<file path="src/rtl/univ_shift_reg.sv">
`default_nettype none
// ============================================================================
// Module      : univ_shift_reg
// Description : Universal shift register: hold, shift right, shift left and
//               parallel load, with a saturating count of shifts performed
//               since the last load or reset.
//
// Parameters  : WIDTH      register width in bits (2..64)
//               RESET_VAL  value loaded into q on reset
//               CW         shift counter width, ceil(log2(WIDTH+1))
//
// Ports       : clk      in   clock, rising edge
//               rst      in   synchronous active-high reset
//               en       in   operation enable (0 = hold)
//               mode     in   00 hold, 01 shift right, 10 shift left, 11 load
//               rot      in   (USHIFT_ROTATE_EN only) rotate instead of shift
//               d        in   parallel load data
//               sin_r    in   serial input entering at MSB on shift right
//               sin_l    in   serial input entering at LSB on shift left
//               q        out  register contents
//               qbar     out  ~q
//               sout_r   out  q[0]
//               sout_l   out  q[WIDTH-1]
//               cnt      out  shifts since load/reset, saturating at WIDTH
//               drained  out  cnt == WIDTH
//
// Build macro : USHIFT_ROTATE_EN adds the rot input.
//
// Revision    : 1.0  initial release
// ============================================================================
module univ_shift_reg #(
  parameter int              WIDTH     = 8,
  parameter logic [WIDTH-1:0] RESET_VAL = '0,
  localparam int             CW        = $clog2(WIDTH + 1)
) (
  input  logic             clk,
  input  logic             rst,
  input  logic             en,
  input  logic [1:0]       mode,
`ifdef USHIFT_ROTATE_EN
  input  logic             rot,
`endif
  input  logic [WIDTH-1:0] d,
  input  logic             sin_r,
  input  logic             sin_l,
  output logic [WIDTH-1:0] q,
  output logic [WIDTH-1:0] qbar,
  output logic             sout_r,
  output logic             sout_l,
  output logic [CW-1:0]    cnt,
  output logic             drained
);

  localparam logic [1:0]    C_MODE_HOLD  = 2'b00;
  localparam logic [1:0]    C_MODE_RIGHT = 2'b01;
  localparam logic [1:0]    C_MODE_LEFT  = 2'b10;
  localparam logic [1:0]    C_MODE_LOAD  = 2'b11;
  localparam logic [CW-1:0] C_CNT_FULL   = CW'(WIDTH);

  logic [WIDTH-1:0] r_q;
  logic [CW-1:0]    r_cnt;

  logic [WIDTH-1:0] w_q_nxt;
  logic [CW-1:0]    w_cnt_nxt;
  logic [CW-1:0]    w_cnt_inc;
  logic             w_in_r;
  logic             w_in_l;

  // Bits entering on each shift. With rotation enabled the exiting bit
  // wraps to the opposite end and the serial inputs are not used.
`ifdef USHIFT_ROTATE_EN
  assign w_in_r = rot ? r_q[0]       : sin_r;
  assign w_in_l = rot ? r_q[WIDTH-1] : sin_l;
`else
  assign w_in_r = sin_r;
  assign w_in_l = sin_l;
`endif

  // Saturating increment: the count stops at WIDTH while shifting continues.
  assign w_cnt_inc = (r_cnt == C_CNT_FULL) ? r_cnt : r_cnt + CW'(1);

  always_comb begin
    w_q_nxt   = r_q;
    w_cnt_nxt = r_cnt;
    if (en) begin
      case (mode)
        C_MODE_RIGHT: begin
          w_q_nxt   = {w_in_r, r_q[WIDTH-1:1]};
          w_cnt_nxt = w_cnt_inc;
        end
        C_MODE_LEFT: begin
          w_q_nxt   = {r_q[WIDTH-2:0], w_in_l};
          w_cnt_nxt = w_cnt_inc;
        end
        C_MODE_LOAD: begin
          w_q_nxt   = d;
          w_cnt_nxt = '0;
        end
        C_MODE_HOLD: begin
          w_q_nxt   = r_q;
          w_cnt_nxt = r_cnt;
        end
        default: begin
          w_q_nxt   = r_q;
          w_cnt_nxt = r_cnt;
        end
      endcase
    end
  end

  always_ff @(posedge clk) begin
    if (rst) begin
      r_q   <= RESET_VAL;
      r_cnt <= '0;
    end else begin
      r_q   <= w_q_nxt;
      r_cnt <= w_cnt_nxt;
    end
  end

  assign q       = r_q;
  assign qbar    = ~r_q;
  assign sout_r  = r_q[0];
  assign sout_l  = r_q[WIDTH-1];
  assign cnt     = r_cnt;
  assign drained = (r_cnt == C_CNT_FULL);

endmodule
`default_nettype wire

</file>
<file path="config.mk">
export PLATFORM = sky130hd
export DESIGN_NAME = univ_shift_reg
export DESIGN_NICKNAME = d
export VERILOG_FILES = /design/src/rtl/univ_shift_reg.sv
export SDC_FILE = /design/constraint.sdc
export NUM_CORES = 1
export LEC_CHECK = 0
export CAP_MARGIN = 20
export CELL_PAD_IN_SITES_DETAIL_PLACEMENT = 1
export CELL_PAD_IN_SITES_GLOBAL_PLACEMENT = 1
export CORE_MARGIN = 2
export CORE_UTILIZATION = 25
export DETAILED_ROUTE_END_ITERATION = 16
export PLACE_DENSITY_LB_ADDON = 0.25
export SETUP_SLACK_MARGIN = 0.02
export SLEW_MARGIN = 10
export SYNTH_ARGS = -nofsm -noshare
export SYNTH_HDL_FRONTEND = slang
export SYNTH_SLANG_ARGS = --single-unit
</file>
<file path="constraint.sdc">
create_clock -name clk -period 1.7 [get_ports clk]
set_input_delay 0.34 -clock clk [delete_from_list [all_inputs] [get_ports clk]]
set_output_delay 0.34 -clock clk [all_outputs]
set_load 0.02 [all_outputs]
</file>
# After elaboration in Yosys (flattened, before gate mapping)

Cells that the tools add are included.

$add $sub $neg: 1
Equality and inequality tests: 5
Muxes and demuxes: 3
Bitwise gates (word level): 2
Reductions and logical operators: 4

Operator list:

| operator                                                         | number |
|---|---|
| 8-bit case mux with 3 select lines                               | 1 |
| 8-bit inverter                                                   | 1 |
| 4-bit case mux with 2 select lines                               | 1 |
| 4-bit by 1-bit adder with 4-bit output (second input constant)   | 1 |
| 2-bit == test (second input constant)                            | 2 |
| 4-bit == test (second input constant)                            | 1 |
| 4-bit 2-to-1 mux                                                 | 1 |
| 3-bit AND reduction                                              | 1 |
| 2-bit by 1-bit == test with 1-bit output (second input constant) | 1 |
| 2-bit zero test                                                  | 1 |
| 2-bit != test (second input constant)                            | 1 |
| 2-bit AND reduction                                              | 1 |
| 2-bit OR reduction                                               | 1 |
| 1-bit inverter                                                   | 1 |

Bits in registers: 12
Bits of input ports: 15
Output and inout port bits: 23
Word-level logic and storage cells: 17

# Logic depth before layout (Yosys ltp)

Gate-level depths: netlist of the first run.

Depth in word-level cells: 4
Gate-level depth with buffers: 7
Gate-level depth less buffers: 5

# Worst setup path before layout of the first run

OpenSTA, ideal clock, no wires.

Kind: register to register
Start: register r_cnt[0] (netlist: cnt[0])
End: register r_cnt[1] (netlist: cnt[1])
Setup time: 70 ps
Data arrival time: 1561 ps
Data required time: 1630 ps
Slack: 69 ps
Cell stages (with the launch flop): 6
Path buffers: 0
Period minus slack after synthesis: 1631 ps
Path through: dfxtp_1 -> inv_1 -> ha_1 -> and4b_4 -> or4b_1 -> a21oi_1

Longest elaborated chain between the ends: 3
Elaborated cells between the ends (all ways): 6
Classes of those cells: 1 x add/sub; 2 x eq/ne; 2 x mux; 1 x reduce/logical

RTL lines:

| item                                                                             | RTL line | RTL |
|---|---|---|
| from (decl)                                                                      | 61       | `logic [CW-1:0] r_cnt;` |
| from (signal assigned)                                                           | 117      | `r_cnt <= w_cnt_nxt;` |
| 4-bit by 1-bit adder with 4-bit output / 4-bit == test (equally long branches)   | 80       | `assign w_cnt_inc = (r_cnt == C_CNT_FULL) ? r_cnt : r_cnt + CW'(1);` |
| 4-bit 2-to-1 mux / 2-bit != test (equally long branches)                         | n/a      |  |
| 4-bit case mux with 2 select lines / 3-bit AND reduction (equally long branches) | n/a      |  |

Parallel ways exist; a longest one is shown, timed or not. The select of a mux whose other input is x is not followed.
A chain may end at the register's enable or synchronous reset.

# Worst setup path in the final report of the first run

Start: register r_q[3] (netlist: q[3])
End: output port qbar[3]

Longest elaborated chain between the ends: 1

RTL lines:

| item                   | RTL line | RTL |
|---|---|---|
| from (decl)            | 60       | `logic [WIDTH-1:0] r_q;` |
| from (signal assigned) | 116      | `r_q <= w_q_nxt;` |
| 8-bit inverter         | 122      | `assign qbar = ~r_q;` |
| to (decl)              | 47       | `output logic [WIDTH-1:0] qbar,` |

Every way passes these cells.

==> impl_metrics.py, run 1 <==
metrics = {
    "status": {
        "outcome": "complete, no violations",
    },
    "global_route": {
        "antenna_found_initial": 0,
        "grt_pass1_vias": 796,
        "grt_start_max_net_pins": 17,
        "grt_use_total": 0.1428,
        "grt_overflow": 0,
        "grt_pass1_wl_um": 3629,
    },
    "timing": {
        "timing.fmax_mhz": 619.0,
        "setup_violations": 0,
        "period_needed_ns": 1.615,
        "whs_ns": 0.5291,
        "tightestPinTransition_ns": 0.4657,
        "clock-skew-final_ns": 0.007092,
        "slew_viol_final": 0,
        "relSlewSlack": 0.6886,
        "fin_crit_sh": 0.9503,
        "finalHoldViolations": 0,
        "rsz0062_at_grt": "false",
    },
    "worst_setup_path": {
        "critPathSlowestCell": "clkdlybuf4s50_1",
        "critical-path-top-delay-family": "buffers and inverters",
        "slowest_delay_ns": 0.59,
        "cp_cell_sequence": "inv_1 > clkdlybuf4s50_1",
        "worstPathMaxFanout": 5,
        "crit_path_start_kind": "register",
        "path_class": "reg2out",
        "crit_buf_inv": 2,
        "worst_ep_arrival_time_ns": 1.28,
        "required_ns": 1.36,
        "endpoint_kind": "output pin",
    },
    "flow_run": {
        "drv_cap": 0,
    },
    "clock_tree": {
        "clock_latency_ns": 0.28,
        "numCtsBuffers": 3,
        "post_cts_buffers": 0,
        "h-tree-depth": 1,
        "cts_tree": "built",
        "cts.sinks": 12,
        "cts_max_path_buffers": 2,
        "cts_hold_buf": 0,
        "cts_root_buf": "clkbuf_4",
        "clk_pin_slew_ns": 0.09,
    },
    "pwr": {
        "finalPower_mw": 0.8006,
        "vdd_drop_max_uv": 388.3,
        "power-per-cell-area_nw_per_um2": 647.6,
        "p_leak_nw": 0.6499,
    },
    "routing": {
        "final_antenna_net_count": 0,
        "avgViaCountPerCell": 4.970,
        "drt-initial-drc-count": 19,
        "firstDrtPassIters": 4,
        "post-route-drc-count": 0,
        "drt_wl_total_um": 2213,
        "dr_total_vias": 825,
        "routedWlPerCell_um": 13.33,
    },
    "placement": {
        "hpwl_um": 1658,
        "io_buffer_count": 37,
        "gp_congestion": 0.8076,
    },
    "cells_and_area": {
        "final_nets": 156,
        "area_delta_synth_final_pct": 74.25,
        "n_antenna_cell": 0,
        "layout_common_cells": "dlymetal6s2s_1, clkdlybuf4s50_1, inv_1, dfxtp_1",
        "nFillCells": 336,
        "final_common_cell": "dlymetal6s2s_1",
        "final-seq-area_um2": 240.2,
        "fin_util": 0.4522,
        "multi_input_area_um2": 396.6,
        "drive_gt1_frac": 0.1407,
    },
    "synth": {
        "syn_nets": 110,
        "syn-cell-area_um2": 709.4,
        "syn_area_per_cell_um2": 7.883,
        "yosysUniqueCellTypes": 21,
        "syn_inst": 90,
        "ys_ff_latch": 12,
        "ys_seq_area_frac": 0.3386,
        "yosys_warnings": 0,
    },
    "die": {
        "core_area_um2": 2734,
        "fp.dieW_um": 57.27,
        "die-area_um2": 3280,
        "initial_core_util": 0.2595,
        "io_pins": 38,
        "rows": 19,
        "fp.dieH_um": 57.27,
    },
    "hold_path": {
        "holdCritPathClass": "reg2reg",
    },
}
flip-flops by register name (all words and copies together) (netlist names):
name  cells
cnt       4
q         8
cells by family after synthesis:
group / share of synthesized area
buf+inv: 0.1129
simple gates: 0.2081
compound gates: 0.2522
flops: 0.3386
fa+ha+maj: 0.08818
layout make-up:
class,instances,area share
inverters,12,0.03644
flip-flops and latches,12,0.1943
well taps,31,0.03138
multi-input cells,59,0.3208
clock buffers,4,0.02935
repair buffers,48,0.3877
tightest hold or removal path: cells and delay by family (launching register included):
family | cells | cell delay, ns
and+or+nand+nor | 1 | 0.06
AOI/OAI and AO/OA | 1 | 0.08
DFF | 1 | 0.35
synth_stat cells (all sizes together):
cell / count / share of area
a22oi: 8 / 0.085
a31oi: 1 / 0.0088
nor2b: 1 / 0.0088
nand3: 1 / 0.0070
or4: 3 / 0.032
ha: 5 / 0.088
a311oi: 8 / 0.099
buf: 3 / 0.028
a21oi: 4 / 0.028
nand2: 9 / 0.048
inv: 12 / 0.063
and4b: 1 / 0.019
or4b: 1 / 0.014
dfxtp: 12 / 0.34
clkbuf: 4 / 0.021
o31ai: 1 / 0.011
nand2b: 2 / 0.021
o21ai: 3 / 0.021
nor2: 11 / 0.058
report_power, final:
group / switching, mW / internal [mW]
combinational: 0.121 / 0.122
sequential: 0.0185 / 0.299
clock: 0.109 / 0.130
total: 0.249 / 0.551
path summary, 6_finish.rpt:
check	start	endpoint	slack (ns)	depth (start not counted)
min reg2reg	q[7]	q[6]	0.53	2
min	q[7]	q[6]	0.53	2
max reg2reg	cnt[0]	cnt[1]	0.20	5
max	q[3]	qbar[3]	0.08	2
what timing repair did:
action / 4_1_cts / 5_1_grt
setup endpoints to repair: 10 / 17
gates resized for setup: 10 / 18
pin swaps: 2 / 0
metal layers:
layer	vias up	GRT usage	routed length [µm]
met5	-	0	0
met3	4	0.04989	131
met2	20	0.2447	1145
li1	409	-	-
met1	392	0.1650	909
met4	0	0.04983	26
stage by stage:
stage | setup TNS [ns] | cell area, µm² | worst slack (ns) | cells
floorplan | 0 | 709.4 | 0.06857 | 90
global placement | -2.530 | 1166 | -0.3380 | 162
detailed placement | -3.112 | 1166 | -0.3793 | 162
CTS | 0 | 1200 | 0.02181 | 166
global route | 0 | 1236 | 0.02994 | 166
finish | 0 | 1236 | 0.08453 | 166
No activity file was read; power rests on OpenSTA's default activity.
==> run 2, diff against run 1 <==
--- a/config.mk
+++ b/config.mk
@@ -11,7 +11,7 @@
 export CORE_MARGIN = 2
 export CORE_UTILIZATION = 25
 export DETAILED_ROUTE_END_ITERATION = 16
-export PLACE_DENSITY_LB_ADDON = 0.25
+export PLACE_DENSITY_LB_ADDON = 0.1
 export SETUP_SLACK_MARGIN = 0.02
 export SLEW_MARGIN = 10
 export SYNTH_ARGS = -nofsm -noshare
==> impl_metrics.py, run 2 (synthesized netlist as in run 1, its figures left out) <==
metrics = {
    "cells_and_area": {
        "fin_util": 0.4545,
        "n_antenna_cell": 0,
        "design_area_um2": 1242,
        "layout_common_cells": "dlymetal6s2s_1, clkdlybuf4s50_1, buf_4",
        "drive_gt1_frac": 0.1533,
        "final_common_cell": "dlymetal6s2s_1",
        "largest_reg_flops": 8,
        "nFillCells": 349,
        "finalNonFillerCells": 168,
        "area_delta_synth_final_pct": 75.13,
        "final_nets": 159,
    },
    "routing": {
        "firstDrtPassIters": 3,
        "avgViaCountPerCell": 4.839,
        "post-route-drc-count": 0,
        "routedWlPerCell_um": 13.72,
        "drt-initial-drc-count": 23,
        "final_antenna_net_count": 0,
        "drt_wl_total_um": 2305,
        "dr_total_vias": 813,
    },
    "worst_setup_path": {
        "critPathSlowestCell": "clkdlybuf4s50_1",
        "crit_buf_inv": 1,
        "endpoint_kind": "output pin",
        "path_class": "reg2out",
        "rr_startpoint": "cnt[0]",
        "cp_cell_sequence": "clkdlybuf4s50_1",
        "worst_ep_arrival_time_ns": 1.29,
        "critical-path-top-delay-family": "buffers and inverters",
        "r2r_setup_slack_ns": 0.19,
        "crit_path_start_kind": "register",
        "reg2reg_depth": 5,
        "rr_endpoint": "cnt[2]",
        "required_ns": 1.36,
        "slowest_delay_ns": 0.63,
        "worstPathMaxFanout": 5,
    },
    "clock_tree": {
        "clk_pin_slew_ns": 0.07,
        "cts_max_path_buffers": 2,
        "cts_tree": "built",
        "cts_hold_buf": 0,
        "clock_latency_ns": 0.27,
        "cts.sinks": 12,
        "h-tree-depth": 1,
        "cts_root_buf": "clkbuf_4",
        "numCtsBuffers": 3,
        "post_cts_buffers": 0,
    },
    "global_route": {
        "grt.busiest_layer": "met2",
        "grt_use_total": 0.1569,
        "grt_use_met2": 0.2824,
        "grt_overflow": 0,
        "grt_pass1_vias": 853,
        "antenna_found_initial": 0,
        "grt_start_max_net_pins": 13,
        "grt_use_met1": 0.1776,
        "grt_pass1_wl_um": 3939,
        "use_met3": 0.04535,
    },
    "placement": {
        "hpwl_um": 1809,
        "io_buffer_count": 37,
        "gp_congestion": 0.7006,
        "place_ws_ns": -0.4018,
        "placed_cell_area_um2": 1189,
        "dp_cells": 165,
    },
    "timing": {
        "whs_ns": 0.5262,
        "clock-skew-final_ns": 0.001659,
        "tightestPinTransition_ns": 0.5081,
        "timing.fmax_mhz": 613.1,
        "worst_slack_ns": 0.06884,
        "finalHoldViolations": 0,
        "relSlewSlack": 0.6602,
        "slew_viol_final": 0,
        "rsz0062_at_grt": "false",
        "setup_violations": 0,
        "fin_crit_sh": 0.9595,
        "period_needed_ns": 1.631,
    },
    "die": {
        "core_area_um2": 2734,
        "die-area_um2": 3280,
        "rows": 19,
        "fp.dieW_um": 57.27,
        "fp.dieH_um": 57.27,
        "io_pins": 38,
        "initial_core_util": 0.2595,
    },
    "hold_path": {
        "worst_hold_path.endpoint": "cnt[3]",
        "holdCritPathClass": "reg2reg",
        "hold_start": "cnt[3]",
        "holdPathStages": 2,
    },
    "pwr": {
        "p_leak_nw": 0.6560,
        "power-per-cell-area_nw_per_um2": 600.6,
        "vdd_drop_max_uv": 382.3,
    },
    "status": {
        "outcome": "complete, no violations",
    },
    "flow_run": {
        "drv_cap": 0,
    },
}
run 2: changes by cell type in the layout (fill, tap and decap cells not counted):
cell / change
nand2b_4: -1
buf_4: +3
clkbuf_8: -1
nand2b_2: +1
clkdlybuf4s50_1: +2
dlygate4sd2_1: -2
run 2: report_power, final:
part	internal [mW]	leakage, nW	switching, mW	total, mW
clock network	0.0820	0.0138	0.0967	0.179
logic	0.127	0.544	0.123	0.250
registers	0.299	0.0986	0.0185	0.317
total	0.508	0.656	0.238	0.746
run 2: what timing repair did:
action / in CTS / in global routing
pin swaps: 1 / 0
endpoints found under the hold margin: 0 / 0
gates resized for setup: 7 / 18
setup endpoints to repair: 8 / 17
run 2: worst register-to-register path, stage by stage (launching register included):
cell and delay [ns]:
dfxtp_1 0.34, inv_1 0.05, ha_1 0.21, and4b_4 0.22
or4_1 0.47, a21oi_1 0.15
run 2: layout make-up:
| cell class | instances | area [µm²] | share of cell area |
|---|---|---|---|
| clock buffers | 3 | 22.52 | 0.01813 |
| inverters | 12 | 45.04 | 0.03625 |
| multi-input cells | 59 | 391.6 | 0.3152 |
| flip-flops and latches | 12 | 240.2 | 0.1934 |
| well taps | 31 | 38.79 | 0.03122 |
| repair buffers | 51 | 504.2 | 0.4058 |
run 2: per-stage QoR:
stage / total power [mW] / setup TNS [ns]
CTS: 0.7653 / 0
finish: 0.7462 / 0
global placement: 0.5816 / -2.493
floorplan: 0.4417 / 0
global route: 0.7982 / 0
detailed placement: 0.5870 / -3.220
run 2: per-layer routing:
metal	vias up	routed length, µm
met1	374	936
met3	5	150
li1	411	-
met4	0	31
met5	-	0
met2	23	1186
run 2: how the worst max path moves through the flow:
stage	depth (start not counted)	startpoint	slack, ns	endpoint
after floorplan	5	cnt[0]	0.07	cnt[1]
after global placement	6	mode[0]	-0.33	cnt[1]
after detailed placement	6	mode[0]	-0.40	cnt[1]
after CTS	1	q[4]	0.03	q[4]
after global routing	2	q[3]	0.02	qbar[3]
final	1	cnt[3]	0.07	cnt[3]
